[src/rtl/bimodal_btb_predictor_if.sv]
// ----------------------------------------------------------------------------
// bimodal_btb_predictor_if
// Groups the pipeline-facing signals of the next-PC predictor.
//   master : pipeline side; drives the IF fetch PC, the EX resolution info
//            and the stall, and receives the prediction/flush/perf counters.
//   slave  : predictor side.
// Signals:
//   i_stall, i_pc_if                          IF-stage inputs
//   i_pc_ex, i_is_br_ex, i_is_jump_ex,
//   i_taken_ex, i_target_ex                   EX-stage resolution inputs
//   o_next_pc, o_pred_taken_if, o_flush       next-PC selection
//   o_br_cnt, o_mispred_cnt                   saturating perf counters
// ----------------------------------------------------------------------------
interface bimodal_btb_predictor_if #(
    parameter int unsigned XLEN  = 32,
    parameter int unsigned CNT_W = 32
);
    logic             i_stall;
    logic [XLEN-1:0]  i_pc_if;
    logic [XLEN-1:0]  i_pc_ex;
    logic             i_is_br_ex;
    logic             i_is_jump_ex;
    logic             i_taken_ex;
    logic [XLEN-1:0]  i_target_ex;
    logic [XLEN-1:0]  o_next_pc;
    logic             o_pred_taken_if;
    logic             o_flush;
    logic [CNT_W-1:0] o_br_cnt;
    logic [CNT_W-1:0] o_mispred_cnt;

    modport master (
        output i_stall, i_pc_if, i_pc_ex, i_is_br_ex, i_is_jump_ex, i_taken_ex, i_target_ex,
        input  o_next_pc, o_pred_taken_if, o_flush, o_br_cnt, o_mispred_cnt
    );

    modport slave (
        input  i_stall, i_pc_if, i_pc_ex, i_is_br_ex, i_is_jump_ex, i_taken_ex, i_target_ex,
        output o_next_pc, o_pred_taken_if, o_flush, o_br_cnt, o_mispred_cnt
    );
endinterface

[src/rtl/bimodal_btb_predictor.sv]
// ----------------------------------------------------------------------------
// bimodal_btb_predictor
// IF-stage next-PC predictor: direct-mapped BTB with 2-bit saturating
// direction counters. The IF prediction is carried through ID (pid) and EX
// (pex), compared with the EX outcome, and a mismatch raises o_flush with the
// corrected PC on o_next_pc in the same cycle.
// Ports:
//   i_clk    clock, all state on the rising edge
//   i_rst_n  synchronous active-low reset
//   bus      slave modport of bimodal_btb_predictor_if (IF/EX inputs,
//            next PC, prediction, flush, perf counters)
// MODE 0 degrades to static not-taken: the table is never read or written.
// ----------------------------------------------------------------------------
module bimodal_btb_predictor #(
    parameter int unsigned XLEN    = 32,
    parameter int unsigned ENTRIES = 16,
    parameter int unsigned MODE    = 1,
    parameter int unsigned CNT_W   = 32
) (
    input logic                    i_clk,
    input logic                    i_rst_n,
    bimodal_btb_predictor_if.slave bus
);
    localparam int unsigned IDX   = $clog2(ENTRIES);
    localparam int unsigned TAG_W = XLEN - IDX - 2;
    localparam bit          BIMODAL = (MODE == 1);

    // BTB storage
    logic [ENTRIES-1:0] valid_q;
    logic [ENTRIES-1:0] is_jump_q;
    logic [1:0]         ctr_q    [ENTRIES];
    logic [TAG_W-1:0]   tag_q    [ENTRIES];
    logic [XLEN-1:0]    target_q [ENTRIES];

    // Prediction tracking: ID and EX copies of {taken, target}
    logic            pid_taken_q, pex_taken_q;
    logic [XLEN-1:0] pid_target_q, pex_target_q;

    logic [CNT_W-1:0] br_cnt_q, mispred_cnt_q;

    // IF lookup
    logic [IDX-1:0]   idx_if;
    logic [TAG_W-1:0] tag_if;
    logic             hit_if;
    logic             pred_taken;
    logic [XLEN-1:0]  pred_target;

    // EX resolution
    logic [IDX-1:0]   idx_ex;
    logic [TAG_W-1:0] tag_ex;
    logic             hit_ex;
    logic             res;
    logic             act;
    logic             flush;
    logic [XLEN-1:0]  correct_pc;
    logic             tbl_we;

    always_comb begin
        idx_if      = bus.i_pc_if[IDX+1:2];
        tag_if      = bus.i_pc_if[XLEN-1:IDX+2];
        hit_if      = valid_q[idx_if] && (tag_q[idx_if] == tag_if);
        pred_taken  = BIMODAL && hit_if && (is_jump_q[idx_if] || ctr_q[idx_if][1]);
        pred_target = target_q[idx_if];

        idx_ex = bus.i_pc_ex[IDX+1:2];
        tag_ex = bus.i_pc_ex[XLEN-1:IDX+2];
        hit_ex = valid_q[idx_ex] && (tag_q[idx_ex] == tag_ex);

        res   = bus.i_is_br_ex | bus.i_is_jump_ex;
        act   = bus.i_is_jump_ex | bus.i_taken_ex;
        flush = res && ((act != pex_taken_q) ||
                        (act && (bus.i_target_ex != pex_target_q)));
        correct_pc = act ? bus.i_target_ex : bus.i_pc_ex + XLEN'(4);
        tbl_we     = BIMODAL && res;
    end

    always_comb begin
        if (flush) begin
            bus.o_next_pc = correct_pc;
        end else if (pred_taken) begin
            bus.o_next_pc = pred_target;
        end else begin
            bus.o_next_pc = bus.i_pc_if + XLEN'(4);
        end
        bus.o_pred_taken_if = pred_taken;
        bus.o_flush         = flush;
        bus.o_br_cnt        = br_cnt_q;
        bus.o_mispred_cnt   = mispred_cnt_q;
    end

    // Valid bits and direction counters; the only table state needing reset.
    always_ff @(posedge i_clk) begin
        if (!i_rst_n) begin
            valid_q <= '0;
            for (int i = 0; i < int'(ENTRIES); i++) begin
                ctr_q[i] <= 2'd1;
            end
        end else if (tbl_we) begin
            if (act) begin
                if (hit_ex) begin
                    ctr_q[idx_ex] <= (ctr_q[idx_ex] == 2'd3) ? 2'd3 : ctr_q[idx_ex] + 2'd1;
                end else begin
                    valid_q[idx_ex] <= 1'b1;
                    ctr_q[idx_ex]   <= 2'd2;
                end
            end else if (hit_ex) begin
                ctr_q[idx_ex] <= (ctr_q[idx_ex] == 2'd0) ? 2'd0 : ctr_q[idx_ex] - 2'd1;
            end
        end
    end

    // Tag/target/kind payload: written on any taken resolution (refresh on
    // hit, allocate on miss); meaningless while the valid bit is clear.
    always_ff @(posedge i_clk) begin
        if (i_rst_n && tbl_we && act) begin
            tag_q[idx_ex]     <= tag_ex;
            target_q[idx_ex]  <= bus.i_target_ex;
            is_jump_q[idx_ex] <= bus.i_is_jump_ex;
        end
    end

    // Prediction tracking; flush wins over stall.
    always_ff @(posedge i_clk) begin
        if (!i_rst_n || flush) begin
            pid_taken_q  <= 1'b0;
            pid_target_q <= '0;
            pex_taken_q  <= 1'b0;
            pex_target_q <= '0;
        end else if (bus.i_stall) begin
            pex_taken_q  <= 1'b0;
            pex_target_q <= '0;
        end else begin
            pid_taken_q  <= pred_taken;
            pid_target_q <= pred_taken ? pred_target : '0;
            pex_taken_q  <= pid_taken_q;
            pex_target_q <= pid_target_q;
        end
    end

    // Saturating performance counters
    always_ff @(posedge i_clk) begin
        if (!i_rst_n) begin
            br_cnt_q      <= '0;
            mispred_cnt_q <= '0;
        end else begin
            if (res && (br_cnt_q != '1)) begin
                br_cnt_q <= br_cnt_q + CNT_W'(1);
            end
            if (flush && (mispred_cnt_q != '1)) begin
                mispred_cnt_q <= mispred_cnt_q + CNT_W'(1);
            end
        end
    end
endmodule

[src/flat_wrapper.sv]
// flat-port wrapper written by rule: the top's interface ports become plain ports
module bimodal_btb_predictor_flat 
#(
    parameter int unsigned XLEN    = 32,
    parameter int unsigned ENTRIES = 16,
    parameter int unsigned MODE    = 1,
    parameter int unsigned CNT_W   = 32
)
  (i_clk, i_rst_n, bus_i_stall, bus_i_pc_if, bus_i_pc_ex, bus_i_is_br_ex, bus_i_is_jump_ex, bus_i_taken_ex, bus_i_target_ex, bus_o_next_pc, bus_o_pred_taken_if, bus_o_flush, bus_o_br_cnt, bus_o_mispred_cnt);
  bimodal_btb_predictor_if #(.XLEN(XLEN), .CNT_W(CNT_W)) bus_i ();
  input logic i_clk;
  input logic i_rst_n;
  input wire logic [$bits(bus_i.i_stall)-1:0] bus_i_stall;
  input wire logic [$bits(bus_i.i_pc_if)-1:0] bus_i_pc_if;
  input wire logic [$bits(bus_i.i_pc_ex)-1:0] bus_i_pc_ex;
  input wire logic [$bits(bus_i.i_is_br_ex)-1:0] bus_i_is_br_ex;
  input wire logic [$bits(bus_i.i_is_jump_ex)-1:0] bus_i_is_jump_ex;
  input wire logic [$bits(bus_i.i_taken_ex)-1:0] bus_i_taken_ex;
  input wire logic [$bits(bus_i.i_target_ex)-1:0] bus_i_target_ex;
  output wire logic [$bits(bus_i.o_next_pc)-1:0] bus_o_next_pc;
  output wire logic [$bits(bus_i.o_pred_taken_if)-1:0] bus_o_pred_taken_if;
  output wire logic [$bits(bus_i.o_flush)-1:0] bus_o_flush;
  output wire logic [$bits(bus_i.o_br_cnt)-1:0] bus_o_br_cnt;
  output wire logic [$bits(bus_i.o_mispred_cnt)-1:0] bus_o_mispred_cnt;
  assign bus_i.i_stall = bus_i_stall;
  assign bus_i.i_pc_if = bus_i_pc_if;
  assign bus_i.i_pc_ex = bus_i_pc_ex;
  assign bus_i.i_is_br_ex = bus_i_is_br_ex;
  assign bus_i.i_is_jump_ex = bus_i_is_jump_ex;
  assign bus_i.i_taken_ex = bus_i_taken_ex;
  assign bus_i.i_target_ex = bus_i_target_ex;
  assign bus_o_next_pc = bus_i.o_next_pc;
  assign bus_o_pred_taken_if = bus_i.o_pred_taken_if;
  assign bus_o_flush = bus_i.o_flush;
  assign bus_o_br_cnt = bus_i.o_br_cnt;
  assign bus_o_mispred_cnt = bus_i.o_mispred_cnt;
  bimodal_btb_predictor #(.XLEN(XLEN), .ENTRIES(ENTRIES), .MODE(MODE), .CNT_W(CNT_W)) u_core (.i_clk(i_clk), .i_rst_n(i_rst_n), .bus(bus_i));
endmodule
[config.mk]
export PLATFORM = sky130hd
export DESIGN_NAME = bimodal_btb_predictor_flat
export DESIGN_NICKNAME = d
export VERILOG_FILES = /design/src/rtl/bimodal_btb_predictor_if.sv /design/src/rtl/bimodal_btb_predictor.sv /design/src/flat_wrapper.sv
export SDC_FILE = /design/constraint.sdc
export NUM_CORES = 2
export LEC_CHECK = 0
export BUFFER_PORTS_ARGS = -buffer_cell sky130_fd_sc_hd__buf_2
export CAP_MARGIN = 5
export CORE_UTILIZATION = 40
export DETAILED_ROUTE_END_ITERATION = 12
export SKIP_LAST_GASP = 1
export SYNTH_ARGS = -nofsm -noshare
export SYNTH_HDL_FRONTEND = slang
export SYNTH_SLANG_ARGS = --single-unit
[constraint.sdc]
create_clock -name i_clk -period 8.4 [get_ports i_clk]
set_clock_uncertainty 0.2 [all_clocks]
set_input_delay 0.42 -clock i_clk [delete_from_list [all_inputs] [get_ports i_clk]]
set_output_delay 0.42 -clock i_clk [all_outputs]
set_load 0.02 [all_outputs]
======== After elaboration in Yosys (flattened, before gate mapping) ========
Memory sizes are Yosys's and may differ from the RTL's.
Cells that the tools add are included.
cells by class
  bitwise gates (word level) .............. 6
  eq/ne operators ......................... 7
  reduce and logical (&&, ||, !) cells .... 18
  add/subtract/negate cells ............... 6
  mux-type cells .......................... 37
  order comparisons ....................... 3
operator list
  cell                                                 count
  two-way mux 32 bit                                   4
  adder 32 x 1 -> 32 bit, second input constant        2
  adder 32 x 3 -> 32 bit, second input constant        2
  inequality test 32 bit, second input constant        2
  == test 26 bit                                       2
  inequality test 32 bit                               1
  two-way mux 1 bit                                    22
  bitwise mux 16 bit                                   1
  OR 16 bit                                            1
  binary-select mux 1 bit (select 4 bit)               3
  logical AND 1 bit                                    10
  < comparator 4 x 5 -> 1 bit, second input constant   2
  two-way mux 2 bit                                    5
  demux 1 bit (select 4 bit)                           1
  >= comparator 4 x 1 -> 1 bit, second input constant  1
  two-way mux 4 bit                                    1
  OR 1 bit                                             4
  OR reduction 2 bit                                   2
  logical OR 1 bit                                     3
  AND reduction 3 bit                                  1
  adder 2 x 1 -> 2 bit, second input constant          1
  == test 2 bit, second input constant                 1
  logical NOT 2 bit                                    1
  subtractor 2 x 1 -> 2 bit, second input constant     1
  3 further kinds                                      3
storage, ports and cells
  output and inout bits ................... 98
  word-level logic and storage cells ...... 88
  RAM bits ................................ 960
  register bits after elaboration ......... 162
  input bits .............................. 102
  memories ................................ 3
memory list
  name             words  width  read ports  clocked after memory_dff  write ports  RTL line                     text
  u_core.target_q  16     32     1           0                         1            bimodal_btb_predictor.sv:33  logic [XLEN-1:0] target_q [ENTRIES];
  u_core.tag_q     16     26     2           0                         1            bimodal_btb_predictor.sv:32  logic [TAG_W-1:0] tag_q [ENTRIES];
  u_core.ctr_q     16     2      2           0                         16           bimodal_btb_predictor.sv:31  logic [1:0] ctr_q [ENTRIES];

======== Depth between registers and ports, before layout ========
  depth after elaboration ................. 12
  gate-level depth with buffers ........... 16
  depth with buffers taken out ............ 9

======== Worst setup path before layout ========
OpenSTA, ideal clock, no wires.
  kind .................................... input to register
  start ................................... input bus_i_pc_ex[3]
  end ..................................... register u_core.is_jump_q[4] (enable)
  stages on the path ...................... 8
  data required time ...................... 7.722 ns
  library setup time ...................... 0.478 ns
  path buffers ............................ 4
  path slack .............................. 3.533 ns
  arrival time ............................ 4.189 ns
  cells stage by stage .................... buf_4 -> buf_2 -> buf_1 -> clkbuf_1 -> inv_1 -> ha_1 -> inv_1 -> nor2_1
RTL lines
  what                             RTL line                      text
  from (decl)                      flat_wrapper.sv:15            input wire logic [$bits(bus_i.i_pc_ex)-1:0] bus_i_pc_ex;
  to (signal, indexed assignment)  bimodal_btb_predictor.sv:118  is_jump_q[idx_ex] <= bus.i_is_jump_ex;
  to (decl)                        bimodal_btb_predictor.sv:30   logic [ENTRIES-1:0] is_jump_q;

======== Worst setup path in the final report ========
  start ................................... input bus_i_pc_if[4]
  end ..................................... output bus_o_next_pc[7]
between the ends
  longest elaborated chain between the ends .. 6
  elaborated cells between the ends (all ways) .. 14
  those cells by class .................... add/sub: 1; eq/ne: 1; mux: 6; reduce/logical: 3; memory: 3
ends and longest elaborated chain
  what                                                          RTL line                                                  text
  from (decl)                                                   flat_wrapper.sv:14                                        input wire logic [$bits(bus_i.i_pc_if)-1:0] bus_i_pc_if;
  memory (16 x 26 bit) (tied with other cells)                  --
  == test 26 bit (tied with other cells)                        bimodal_btb_predictor.sv:61                               hit_if = valid_q[idx_if] && (tag_q[idx_if] == tag_if);
  logical AND 1 bit / logical OR 1 bit (equally long branches)  bimodal_btb_predictor.sv:61, bimodal_btb_predictor.sv:62
  logical AND 1 bit                                             bimodal_btb_predictor.sv:62                               pred_taken = BIMODAL && hit_if && (is_jump_q[idx_if] || ctr_q[idx_if][1]);
  two-way mux 32 bit *                                          bimodal_btb_predictor.sv:80                               end else if (pred_taken) begin
  two-way mux 32 bit *                                          bimodal_btb_predictor.sv:78                               if (flush) begin
  to (decl)                                                     flat_wrapper.sv:20                                        output wire logic [$bits(bus_i.o_next_pc)-1:0] bus_o_next_pc;
Every way passes the cells marked *; elsewhere a longest branch is shown, timed or not. The select of a mux whose other input is x is not followed.

==> metrics.json <==
{
  "status": {
    "outcome": "finished, final reports clean"
  },
  "clock_tree": {
    "hold_buffers": 56,
    "clkLatencyLatePin_ns": 0.76,
    "cts_resized": 0,
    "tritoncts_num_sinks": 1122,
    "cts_htree_levels": 3,
    "root_buffer": "sky130_fd_sc_hd__clkbuf_16",
    "post_cts_buffers": 0,
    "clockBufferDepth": 3,
    "cts_tree": "built",
    "clkSlewWorstSetupHoldPaths_ns": 0.06,
    "cts-buffers-inserted": 119
  },
  "synth": {
    "complex_gate_fraction_of_the_synthesized_area": 0.0545,
    "yosys_warnings": 0,
    "xor_and_xnor_fraction_of_the_mapped_netlist_area": 0.0344,
    "synthAdderAreaFrac": 0.00173,
    "asyncSetResetFlopFracSynth": 0,
    "post_synth_inst_count": 3074,
    "most_frequently_used_flop_master_after_synthesis": "sky130_fd_sc_hd__edfxtp_1",
    "syn-mean-instance-area_um2": 16.5,
    "syn-cell-area_um2": 50600,
    "number_of_synthesized_flops_with_an_enable_pin": 976,
    "synth-simple-area-share": 0.0696,
    "synth_seq_area_share": 0.637,
    "synthesized_flop_and_latch_total": 1122,
    "synth_cell_types": 90,
    "muxShareOfSynthArea": 0.178,
    "postSynthNetCount": 3183,
    "dominant_combinational_cell_family_by_area_after_synthesis": "multiplexers"
  },
  "placed_design": {
    "place_congestion": 0.904,
    "buffers_on_ports": 199,
    "dp.cells": 4765,
    "dp.final_hpwl_um": 96400
  },
  "critical_path": {
    "critical_path_class": "in2out",
    "path_max_fanout": 46,
    "critical_path.most_common_cell": "sky130_fd_sc_hd__buf_4",
    "worst_ep_required_time_ns": 7.78,
    "slowest_delay_ns": 0.95,
    "cp-end-kind": "output pin",
    "cp_slowest_cell": "sky130_fd_sc_hd__nor3b_1",
    "critical_path.cell_chain": "buf_4 -> buf_4 -> nor3b_1 -> a22o_1 -> nor3_1 -> a221oi_1 -> and4_1 -> nand4_4 -> or4_1 -> a31o_1 -> buf_2",
    "start_kind": "primary input",
    "data_arrival_time_of_the_worst_path_ns": 5.49
  },
  "pwr": {
    "power.share.switching": 0.237,
    "vdd_drop_max_uv": 218,
    "combinationalPowerShare": 0.086,
    "netSwitchingPower_mw": 2.93,
    "power_report.internal_total_mw": 9.45,
    "clockPowerShare": 0.415,
    "power-per-cell-area_nw_per_um2": 215,
    "power.static_leakage_nw": 19.2,
    "seqPwrFrac": 0.499
  },
  "final_layout": {
    "final.fill_count": 10900,
    "final_cell_mix": "sky130_fd_sc_hd__edfxtp_1, sky130_fd_sc_hd__mux4_2, sky130_fd_sc_hd__buf_2",
    "layout_commonest_cell": "sky130_fd_sc_hd__edfxtp_1",
    "stdcell_count": 5054,
    "nets": 3403,
    "layout-drive-gt1-share": 0.242,
    "area_growth_syn_to_layout_pct": 13.8
  },
  "grt": {
    "grt_antenna_before_repair": 21,
    "first_global_vias": 30000,
    "gr-total-overflow": 0,
    "largest_net_degree_at_the_start_of_global_routing": 129,
    "global_route_wire_length_before_repair_um": 221000,
    "grt_usage": 0.242
  },
  "sta": {
    "layout_min_cycle_time_ns": 6.11,
    "finalSetupTns_ns": 0,
    "rsz0062_at_grt": "no",
    "timing.slew.headroom": 0.134,
    "achievable-frequency_mhz": 164,
    "final.hold.worst_slack_ns": 0.0602,
    "final_max_slew_viol_count": 0,
    "final-setup-viol-count": 0,
    "final_min_period_over_clock_period": 0.727,
    "timing_worst_slew_pin_value_ns": 1.27,
    "finalHoldViolCount": 0
  },
  "route": {
    "dr_total_vias": 31100,
    "detail_route.wl_per_cell_um": 30.8,
    "wirelength_um": 155000,
    "remaining_drc_errors": 0,
    "antenna_violating_nets_post_route": 0,
    "firstDrtPassIters": 6,
    "drt-vias-per-instance": 6.15,
    "detailedRoute.firstIterationViolations": 4358
  },
  "die": {
    "fp.dieArea_um2": 128000,
    "die_height_um": 358,
    "fp-row-count": 130,
    "initial_core_util": 0.403,
    "pin_count": 200,
    "die_x_um": 358,
    "core-area_um2": 126000
  },
  "job": {
    "max_cap_violations": 0
  },
  "min_path": {
    "worstHoldPathType": "in2reg"
  }
}
## worst max-delay path: cells and delay by family
family,cells,cell delay (ns)
AO/OA/AOI/OAI,3,1.26
buffers and inverters,3,0.98
AND/OR/NAND/NOR,5,2.75
## cell usage after synthesis, types with 5 or more instances
master | number | area, um^2
sky130_fd_sc_hd__inv_1 | 46 | 173
sky130_fd_sc_hd__a32o_1 | 33 | 330
sky130_fd_sc_hd__a21boi_0 | 10 | 75.1
sky130_fd_sc_hd__o31ai_1 | 34 | 255
sky130_fd_sc_hd__nand2b_1 | 9 | 56.3
sky130_fd_sc_hd__mux2i_1 | 121 | 1210
sky130_fd_sc_hd__or3_1 | 21 | 131
sky130_fd_sc_hd__a211oi_1 | 25 | 188
sky130_fd_sc_hd__ha_1 | 7 | 87.6
sky130_fd_sc_hd__clkbuf_1 | 91 | 342
sky130_fd_sc_hd__or4_1 | 16 | 120
sky130_fd_sc_hd__a22o_1 | 5 | 43.8
sky130_fd_sc_hd__nor4_1 | 25 | 156
sky130_fd_sc_hd__a21oi_1 | 15 | 75.1
sky130_fd_sc_hd__buf_6 | 13 | 146
sky130_fd_sc_hd__nor2b_1 | 26 | 163
sky130_fd_sc_hd__a31o_2 | 6 | 52.6
sky130_fd_sc_hd__buf_4 | 9 | 67.6
sky130_fd_sc_hd__o22ai_1 | 10 | 62.6
sky130_fd_sc_hd__edfxtp_1 | 976 | 29300
sky130_fd_sc_hd__mux2_2 | 13 | 146
sky130_fd_sc_hd__a311o_1 | 5 | 50.1
sky130_fd_sc_hd__mux4_2 | 340 | 7660
sky130_fd_sc_hd__a221oi_1 | 8 | 70.1
sky130_fd_sc_hd__and4_1 | 24 | 210
sky130_fd_sc_hd__buf_1 | 31 | 116
sky130_fd_sc_hd__buf_2 | 60 | 300
sky130_fd_sc_hd__o211ai_1 | 17 | 128
sky130_fd_sc_hd__and3_1 | 39 | 244
sky130_fd_sc_hd__and2_1 | 92 | 576
sky130_fd_sc_hd__nand2_1 | 128 | 480
sky130_fd_sc_hd__nand4_1 | 61 | 382
sky130_fd_sc_hd__o21ai_0 | 59 | 295
sky130_fd_sc_hd__a2bb2oi_1 | 8 | 70.1
sky130_fd_sc_hd__xor2_1 | 97 | 850
sky130_fd_sc_hd__nor3_1 | 25 | 125
sky130_fd_sc_hd__a2111oi_0 | 6 | 52.6
sky130_fd_sc_hd__nor2_1 | 83 | 312
sky130_fd_sc_hd__a31oi_1 | 26 | 163
sky130_fd_sc_hd__xnor2_1 | 102 | 893
sky130_fd_sc_hd__dfxtp_1 | 146 | 2920
sky130_fd_sc_hd__a22oi_1 | 45 | 338
sky130_fd_sc_hd__a21o_1 | 8 | 60.1
sky130_fd_sc_hd__nand3_1 | 68 | 340
sky130_fd_sc_hd__a31o_1 | 14 | 123
## metrics by stage
step	setup WS [ns]	power, mW	util	area [um^2]
after floorplan	3.53	6.89	-	50600
after global placement	2.31	7.31	0.423	53200
after detailed placement	2.48	7.31	0.423	53200
after CTS	2.46	12.4	0.458	57500
after global routing	2.21	12.7	0.459	57600
final	2.29	12.4	0.459	57600
## flip-flops by register name, indices dropped and copies added, names as in the netlist, 16 cells and up
name and flops:
u_core.target_q 512, u_core.tag_q 416, u_core.bus.o_br_cnt 32, u_core.bus.o_mispred_cnt 32, u_core.ctr_q 32, u_core.pex_target_q 32
u_core.pid_target_q 32, u_core.is_jump_q 16, u_core.valid_q 16
## power groups by stage
stage | logic [mW] | clock network [mW] | registers (mW)
global route | 1.11 | 5.42 | 6.18
global placement | 1.02 | 0 | 6.29
detailed placement | 1.02 | 0 | 6.29
CTS | 1.05 | 5.22 | 6.17
floorplan | 0.605 | 0 | 6.28
finish | 1.06 | 5.14 | 6.17
## final cells by class
type                       instances  area [um^2]  area share
multi-input combinational       1692        17200       0.298
tap                             1650         2060      0.0358
clock buffer                     161         3280      0.0570
sequential                      1122        32200       0.560
antenna                            8         20.0    0.000348
timing repair buffer             308         2040      0.0354
clock inverter                    62          542     0.00941
inverter                          51          230     0.00400
## routing by layer
metal  track usage  wire, um  part of all wire
met1         0.347     65000              0.42
met2         0.372     70900              0.46
met3        0.0456     14400             0.092
met4        0.0785      5150             0.033
met5             0        34           0.00022
## path summary, 6_finish.rpt
check | start | endpoint | slack, ns | cells past startpoint
hold reg to reg | u_core.pid_target_q[31]$_SDFFE_PP0N_ | u_core.pex_target_q[31]$_SDFF_PP0_ | 0.25 | 1
setup / recovery | bus_i_pc_if[4] | bus_o_next_pc[7] | 2.29 | 11
hold / removal | bus_i_pc_ex[23] | u_core.tag_q[12][17]$_DFFE_PP_ | 0.06 | 2
setup reg to reg | u_core.tag_q[4][8]$_DFFE_PP_ | u_core.ctr_q[0][1]$_SDFFCE_PN0P_ | 3.16 | 9
## kinds of logic after synthesis
group           after synthesis
simple gates                643
xor+xnor                    199
mux                         475
compound gates              368
flops                      1122
buf+inv                     260
fa+ha+maj                     7
Power figures use the tool's default switching activity.
